$ cat config.mk
export PLATFORM = sky130hd
export DESIGN_NAME = sct_serial_rx
export DESIGN_NICKNAME = d
export VERILOG_FILES = /design/src/rtl/sct_serial_rx.sv
export SDC_FILE = /design/constraint.sdc
export NUM_CORES = 1
export LEC_CHECK = 0
export ABC_AREA = 0
export CAP_MARGIN = 15
export CORE_AREA = 2 2 62 64
export CTS_CLUSTER_DIAMETER = 100
export DETAILED_ROUTE_END_ITERATION = 12
export DIE_AREA = 0 0 64 66
export GPL_TIMING_DRIVEN = 0
export MAX_ROUTING_LAYER = met4
export PLACE_DENSITY = 0.71
export SLEW_MARGIN = 40
export SYNTH_ARGS = -nofsm -noshare
export SYNTH_HDL_FRONTEND = slang
export SYNTH_SLANG_ARGS = --single-unit
$ cat constraint.sdc
create_clock -name clk_pad -period 1.6 [get_ports clk_pad]
set_input_delay 0.32 -clock clk_pad [delete_from_list [all_inputs] [get_ports clk_pad]]
set_output_delay 0.32 -clock clk_pad [all_outputs]
set_load 0.1 [all_outputs]
$ cat src/rtl/sct_serial_rx.sv
// Oversampling receiver for the serial control link. It takes a start bit, DATA_W data bits
// (LSB first), an optional even parity bit and one stop bit, and holds each received word
// in a one-entry valid/ready register.
module sct_serial_rx #(
   parameter int DATA_W    = 8,
   parameter int OVS       = 16,
   parameter int PARITY_EN = 1
) (
   input  logic              clk_pad,
   input  logic              rst_pad,
   input  logic              tick_pad,
   input  logic              sdi_pad,
   input  logic              rdy_pad,
   output logic              vld_pad,
   output logic [DATA_W-1:0] dat_pad,
   output logic              ferr_pad,
   output logic              perr_pad,
   output logic              ovr_pad,
   output logic              busy_pad
);

   localparam int TW = $clog2(OVS);
   localparam int BW = $clog2(DATA_W) + 1;
   localparam logic [TW-1:0] MID_T  = TW'(OVS / 2 - 1);
   localparam logic [TW-1:0] FULL_T = TW'(OVS - 1);
   localparam logic [BW-1:0] LAST_B = BW'(DATA_W - 1);

   typedef enum logic [2:0] {IDLE, START, DATA, PAR, STOP} state_t;

   state_t              state_reg, state_next;
   logic                sync1_reg, sync2_reg;
   logic [TW-1:0]       tick_cnt_reg, tick_cnt_next;
   logic [BW-1:0]       bit_cnt_reg, bit_cnt_next;
   logic [DATA_W-1:0]   shift_reg, shift_next;
   logic                par_err_reg, par_err_next;
   logic                need_high_reg, need_high_next;
   logic                vld_reg, vld_next;
   logic [DATA_W-1:0]   dat_reg, dat_next;
   logic                ferr_reg, ferr_next;
   logic                perr_reg, perr_next;
   logic                ovr_reg, ovr_next;
   logic                load_req;
   logic                stop_err;
   logic                line;

   assign line = sync2_reg;

   // Synchroniser flops reset to the idle line level so reset never looks like a start edge.
   always_ff @(posedge clk_pad or posedge rst_pad) begin
      if (rst_pad) begin
         sync1_reg     <= 1'b1;
         sync2_reg     <= 1'b1;
         state_reg     <= IDLE;
         tick_cnt_reg  <= '0;
         bit_cnt_reg   <= '0;
         shift_reg     <= '0;
         par_err_reg   <= 1'b0;
         need_high_reg <= 1'b0;
         vld_reg       <= 1'b0;
         dat_reg       <= '0;
         ferr_reg      <= 1'b0;
         perr_reg      <= 1'b0;
         ovr_reg       <= 1'b0;
      end else begin
         sync1_reg     <= sdi_pad;
         sync2_reg     <= sync1_reg;
         state_reg     <= state_next;
         tick_cnt_reg  <= tick_cnt_next;
         bit_cnt_reg   <= bit_cnt_next;
         shift_reg     <= shift_next;
         par_err_reg   <= par_err_next;
         need_high_reg <= need_high_next;
         vld_reg       <= vld_next;
         dat_reg       <= dat_next;
         ferr_reg      <= ferr_next;
         perr_reg      <= perr_next;
         ovr_reg       <= ovr_next;
      end
   end

   always_comb begin
      state_next     = state_reg;
      tick_cnt_next  = tick_cnt_reg;
      bit_cnt_next   = bit_cnt_reg;
      shift_next     = shift_reg;
      par_err_next   = par_err_reg;
      need_high_next = need_high_reg;
      vld_next       = vld_reg;
      dat_next       = dat_reg;
      ferr_next      = ferr_reg;
      perr_next      = perr_reg;
      ovr_next       = ovr_reg;
      load_req       = 1'b0;
      stop_err       = 1'b0;

      if (tick_pad) begin
         case (state_reg)
            IDLE: begin
               // After a low stop bit the line must go high before a new start is accepted.
               if (line) begin
                  need_high_next = 1'b0;
               end else if (!need_high_reg) begin
                  state_next    = START;
                  tick_cnt_next = '0;
               end
            end
            START: begin
               if (tick_cnt_reg == MID_T) begin
                  tick_cnt_next = '0;
                  bit_cnt_next  = '0;
                  par_err_next  = 1'b0;
                  state_next    = line ? IDLE : DATA;
               end else begin
                  tick_cnt_next = tick_cnt_reg + TW'(1);
               end
            end
            DATA: begin
               if (tick_cnt_reg == FULL_T) begin
                  tick_cnt_next             = '0;
                  shift_next                = shift_reg >> 1;
                  shift_next[DATA_W-1]      = line;
                  if (bit_cnt_reg == LAST_B) begin
                     bit_cnt_next = '0;
                     state_next   = (PARITY_EN != 0) ? PAR : STOP;
                  end else begin
                     bit_cnt_next = bit_cnt_reg + BW'(1);
                  end
               end else begin
                  tick_cnt_next = tick_cnt_reg + TW'(1);
               end
            end
            PAR: begin
               if (tick_cnt_reg == FULL_T) begin
                  tick_cnt_next = '0;
                  par_err_next  = (^shift_reg) ^ line;
                  state_next    = STOP;
               end else begin
                  tick_cnt_next = tick_cnt_reg + TW'(1);
               end
            end
            STOP: begin
               if (tick_cnt_reg == FULL_T) begin
                  tick_cnt_next  = '0;
                  stop_err       = ~line;
                  need_high_next = ~line;
                  load_req       = 1'b1;
                  state_next     = IDLE;
               end else begin
                  tick_cnt_next = tick_cnt_reg + TW'(1);
               end
            end
            default: begin
               state_next    = IDLE;
               tick_cnt_next = '0;
               bit_cnt_next  = '0;
            end
         endcase
      end

      // A load wins over a same-cycle transfer, so vld stays high across back-to-back words.
      if (load_req && (!vld_reg || rdy_pad)) begin
         vld_next  = 1'b1;
         dat_next  = shift_reg;
         ferr_next = stop_err;
         perr_next = par_err_reg;
      end else begin
         if (load_req) begin
            ovr_next = 1'b1;
         end
         if (vld_reg && rdy_pad) begin
            vld_next = 1'b0;
         end
      end
   end

   assign vld_pad  = vld_reg;
   assign dat_pad  = dat_reg;
   assign ferr_pad = ferr_reg;
   assign perr_pad = perr_reg;
   assign ovr_pad  = ovr_reg;
   assign busy_pad = (state_reg != IDLE);

endmodule

==> flow_summary.html <==
<table>
<tr><th>Metric</th><th>Value</th></tr>
<tr><th colspan="2">Drt</th></tr>
<tr><td>Total via count after detailed routing</td><td>~1,200</td></tr>
<tr><td>First-pass iteration count of the detailed router</td><td>4</td></tr>
<tr><td>Post-detailed-route wirelength per cell</td><td>between 15 and 20 um</td></tr>
<tr><td>Via-to-Cell Ratio</td><td>5.313</td></tr>
<tr><td>Wire length reported by the detailed router</td><td>approximately 3600 um</td></tr>
<tr><td>Starting DRC count in detailed routing</td><td>44</td></tr>
<tr><td>Antenna Violating Nets Remaining</td><td>0</td></tr>
<tr><td>DR DRC count</td><td>0</td></tr>
<tr><th colspan="2">Timing</th></tr>
<tr><td>Max_slew headroom</td><td>52.59%</td></tr>
<tr><td>Unrepaired setup endpoints after global routing</td><td>yes</td></tr>
<tr><td>Final worst slack</td><td>-154.8 ps</td></tr>
<tr><td>Setup-violating endpoint count in the final report</td><td>19</td></tr>
<tr><td>Final worst clock skew</td><td>about 8.1 ps</td></tr>
<tr><td>Maximum frequency from static timing analysis</td><td>between 0.5 and 0.6 GHz</td></tr>
<tr><td>Count of final hold-check violations</td><td>0</td></tr>
<tr><td>Final critical-path required period</td><td>~1800 ps</td></tr>
<tr><td>Period utilization</td><td>109.7%</td></tr>
<tr><td>Worst Hold Margin</td><td>about 330 ps</td></tr>
<tr><td>Setup TNS</td><td>-1929 ps</td></tr>
<tr><td>Worst-Margin Slew</td><td>710.1 ps</td></tr>
<tr><td>Max-slew violation count</td><td>0</td></tr>
<tr><th colspan="2">Setup path</th></tr>
<tr><td>Count of buffer and inverter cells on the critical path</td><td>2</td></tr>
<tr><td>Critical Path Slowest Stage Cell</td><td>sky130_fd_sc_hd__dfrtp_1</td></tr>
<tr><td>Startpoint of the worst-slack reg-to-reg timing path</td><td>state_reg[2]$_DFFE_PP0P_</td></tr>
<tr><td>Critical Path Fanout Max</td><td>2</td></tr>
<tr><td>Register-to-register path setup slack</td><td>-150 ps</td></tr>
<tr><td>Type of the setup path with the least slack</td><td>flop to primary output</td></tr>
<tr><td>Element type at the critical path start</td><td>flop</td></tr>
<tr><td>Cell-by-cell listing of the critical path</td><td>buf_6 -&gt; or3_4 -&gt; buf_12</td></tr>
<tr><td>Worst setup path startpoint</td><td>state_reg[2]$_DFFE_PP0P_</td></tr>
<tr><td>Arrival @ worst endpoint</td><td>about 1400 ps</td></tr>
<tr><td>Largest incremental delay on the critical path</td><td>around 400 ps</td></tr>
<tr><td>Data required time of the worst path</td><td>1280 ps</td></tr>
<tr><td>Crit. End Element</td><td>primary output</td></tr>
<tr><td>Top Family by Delay on Critical Path</td><td>flip-flops</td></tr>
<tr><th colspan="2">Worst hold path</th></tr>
<tr><td>Worst hold path startpoint</td><td>tick_pad</td></tr>
<tr><td>Tightest Hold Check Type</td><td>primary input to flop</td></tr>
<tr><th colspan="2">Final layout</th></tr>
<tr><td>Ant. Diodes</td><td>0</td></tr>
<tr><td>Number of filler cells placed in the layout</td><td>about 280</td></tr>
<tr><td>Layout cells sized above 1</td><td>44.86%</td></tr>
<tr><td>Nets</td><td>roughly 190</td></tr>
<tr><td>Layout Area Growth over Synthesis</td><td>30.86%</td></tr>
<tr><th colspan="2">Yosys</th></tr>
<tr><td>Predominant post-synthesis flop cell</td><td>sky130_fd_sc_hd__dfrtp_1</td></tr>
<tr><td>Xor and xnor area share after synthesis</td><td>slightly below 6%</td></tr>
<tr><td>YS warnings</td><td>0</td></tr>
<tr><td>Top-area cell type share of the netlist area</td><td>between 40 and 50%</td></tr>
<tr><td>Post-synth cell types</td><td>between 40 and 50</td></tr>
<tr><td>Commonest cells in the netlist</td><td>sky130_fd_sc_hd__dfrtp_1, sky130_fd_sc_hd__mux2_2, sky130_fd_sc_hd__nand2_1, sky130_fd_sc_hd__o21ai_0, sky130_fd_sc_hd__xnor2_1</td></tr>
<tr><td>Cell area after technology mapping</td><td>about 0.0017 mm2</td></tr>
<tr><td>Combinational family with the most area after synthesis</td><td>simple AND/OR/NAND/NOR gates</td></tr>
<tr><td>Seq/Total Area, Yosys</td><td>between 50% and 60%</td></tr>
<tr><td>Post-Synthesis Cells</td><td>144</td></tr>
<tr><td>Async set-reset flop share out of synthesis</td><td>100.0%</td></tr>
<tr><td>Number of enable-type register cells in the synthesized netlist</td><td>0</td></tr>
<tr><td>Synthesized-area fraction occupied by adder cells</td><td>about 1.4%</td></tr>
<tr><td>Most frequent cell after synthesis</td><td>sky130_fd_sc_hd__dfrtp_1</td></tr>
<tr><td>Synth Net Count</td><td>151</td></tr>
<tr><td>Post-synth top area cell</td><td>sky130_fd_sc_hd__dfrtp_1</td></tr>
<tr><td>Post-synthesis compound-gate area fraction</td><td>between 10% and 20%</td></tr>
<tr><td>Yosys reg bits</td><td>35</td></tr>
<tr><td>Multiplexer share of the synthesized area</td><td>about 12%</td></tr>
<tr><td>Largest cells by area after synthesis</td><td>sky130_fd_sc_hd__dfrtp_1, sky130_fd_sc_hd__mux2_2, sky130_fd_sc_hd__xnor2_1</td></tr>
<tr><td>Average size of a mapped cell</td><td>12.08 um2</td></tr>
<tr><td>Area share of and/or/nand/nor cells after synthesis</td><td>between 10% and 20%</td></tr>
<tr><th colspan="2">Place</th></tr>
<tr><td>Number of input and output port buffers inserted</td><td>16</td></tr>
<tr><td>Weighted congestion reported at the end of routability-driven placement</td><td>about 0.85</td></tr>
<tr><td>Detail Placement HPWL</td><td>approximately 2200 um</td></tr>
<tr><th colspan="2">Power and ir drop</th></tr>
<tr><td>IR drop worst, VDD</td><td>0.6175 mV</td></tr>
<tr><td>Pleak</td><td>about 0.0011 uW</td></tr>
<tr><td>Power density normalized to cell area</td><td>around 1200 mW/mm2</td></tr>
<tr><th colspan="2">Clock tree</th></tr>
<tr><td>Worst-skew pair later-pin latency</td><td>about 340 ps</td></tr>
<tr><td>Cts bufs inserted</td><td>5</td></tr>
<tr><td>CTS tree</td><td>yes</td></tr>
<tr><td>Count of clock tree sinks</td><td>35</td></tr>
<tr><td>Clock tree root driver cell</td><td>sky130_fd_sc_hd__clkbuf_4</td></tr>
<tr><td>Number of H-tree levels</td><td>2</td></tr>
<tr><td>Clk buf depth</td><td>2</td></tr>
<tr><td>Clock Pin Slew Worst Setup and Hold Paths</td><td>110 ps</td></tr>
<tr><th colspan="2">Global route</th></tr>
<tr><td>Total global routing overflow</td><td>0</td></tr>
<tr><td>Global-route wire length before repair</td><td>about 5800 um</td></tr>
<tr><td>Overall Global Routing Usage</td><td>18.68%</td></tr>
<tr><td>Number of antenna violations at the first check in global routing</td><td>0</td></tr>
<tr><td>Largest net degree at the start of global routing</td><td>36</td></tr>
<tr><td>Number of global-route vias before repair</td><td>between 1,000 and 1,500</td></tr>
<tr><th colspan="2">Run status</th></tr>
<tr><td>Result of the run</td><td>complete, but fails checks</td></tr>
<tr><td>Violated checks</td><td>setup timing</td></tr>
<tr><th colspan="2">Die</th></tr>
<tr><td>Number of ports placed on the die boundary</td><td>18</td></tr>
<tr><td>Std-Cell Rows</td><td>22</td></tr>
<tr><td>Die extent in y</td><td>roughly 66 um</td></tr>
<tr><td>Core Footprint</td><td>0.003551 mm2</td></tr>
<tr><td>Effective utilization at floorplan</td><td>between 40% and 50%</td></tr>
<tr><td>Die width</td><td>64 um</td></tr>
<tr><td>Overall die area</td><td>0.004224 mm2</td></tr>
<tr><th colspan="2">Job</th></tr>
<tr><td>Max-cap check violation count</td><td>0</td></tr>
</table>
## final cells by class
type | count | area, um2 | share of cell area, %
Tap cell | 48 | 60.06 | 2.639
Sequential cell | 35 | 882.1 | 38.76
Multi-Input combinational cell | 96 | 898.4 | 39.47
Timing Repair Buffer | 33 | 265.3 | 11.65
Buffer | 7 | 78.83 | 3.463
Inverter | 6 | 22.52 | 0.9896
Clock buffer | 8 | 68.82 | 3.024
## where the power goes
part | switching [uW] | internal [uW]
combinational | 621 | 509
sequential | 87.6 | 979
clock | 300 | 259
## repair_timing
action,4_1_cts,5_1_grt
hold endpoints to repair,0,0
hold buffers,0,0
pin swaps,8,4
endpoints found under the setup margin,22,29
cloned,1,0
setup buffers,10,6
resized for setup,15,10
## logic make-up after synthesis
group,Yosys count
AO/OA/AOI/OAI,27
AND/OR/NAND/NOR,38
multiplexers,19
XOR/XNOR,10
adder cells (fa/ha/maj),2
flip-flops,35
buffers and inverters,13
## final timing paths
kind                                               end  cells after the start
hold / removal             tick_cnt_reg[0]$_DFFE_PP0P_                      3
min in group asynchronous     shift_reg[0]$_DFFE_PP0P_                      2
hold reg to reg                         line$_DFF_PP1_                      0
setup reg to reg              state_reg[0]$_DFFE_PP0P_                      7
max in group asynchronous          vld_pad$_DFFE_PP0P_                      2
setup / recovery                              busy_pad                      3
## placed cells by master (no fill, tap or decap), types with 2 or more instances in the layout
cell type / count
sky130_fd_sc_hd__a21oi_1: 4
sky130_fd_sc_hd__a22o_1: 2
sky130_fd_sc_hd__buf_2: 12
sky130_fd_sc_hd__buf_4: 15
sky130_fd_sc_hd__buf_6: 7
sky130_fd_sc_hd__clkbuf_4: 5
sky130_fd_sc_hd__clkbuf_8: 2
sky130_fd_sc_hd__clkdlybuf4s50_1: 3
sky130_fd_sc_hd__dfrtp_1: 32
sky130_fd_sc_hd__dfstp_2: 2
sky130_fd_sc_hd__inv_1: 4
sky130_fd_sc_hd__inv_2: 2
sky130_fd_sc_hd__mux2_4: 18
sky130_fd_sc_hd__nand2_1: 9
sky130_fd_sc_hd__nand3_1: 3
sky130_fd_sc_hd__nand4_1: 3
sky130_fd_sc_hd__nor2_1: 5
sky130_fd_sc_hd__nor2b_1: 2
sky130_fd_sc_hd__o21ai_0: 6
sky130_fd_sc_hd__o21ai_1: 3
sky130_fd_sc_hd__o21bai_1: 2
sky130_fd_sc_hd__or3_1: 2
sky130_fd_sc_hd__xnor2_1: 6
sky130_fd_sc_hd__xor2_1: 2
## layer usage
layer | share of wire, % | vias up | track usage (%)
li1 | - | 593 | -
met1 | 45 | 617 | 21.33
met2 | 50 | 21 | 32.03
met3 | 2.8 | 7 | 4.089
met4 | 1.9 | 0 | 7.609
met5 | 0 | - | -
## through the flow
| step | instances | utilization, % | setup slack [ps] | area [um2] | power (uW) |
|---|---|---|---|---|---|
| after floorplan | 144 | - | -124.5 | 1815 | 1774 |
| after CTS | 227 | 61.66 | -157.8 | 2190 | 2622 |
| after global routing | 233 | 64.09 | -215.3 | 2276 | 2915 |
| final | 233 | 64.09 | -154.8 | 2276 | 2755 |
| after detailed placement | 208 | 55.50 | -235.1 | 1971 | 1921 |
| after global placement | 208 | 57.33 | -593.1 | 2036 | 1892 |
## worst reg2reg max path: stages, from the launching register on
cell and delay, ps:
sky130_fd_sc_hd__dfrtp_1 400, sky130_fd_sc_hd__buf_6 120, sky130_fd_sc_hd__buf_4 160, sky130_fd_sc_hd__nor3_2 180, sky130_fd_sc_hd__o211ai_1 130, sky130_fd_sc_hd__buf_4 170
sky130_fd_sc_hd__a21oi_2 170, sky130_fd_sc_hd__mux2_4 310
No activity file was read; power rests on OpenSTA's default activity.
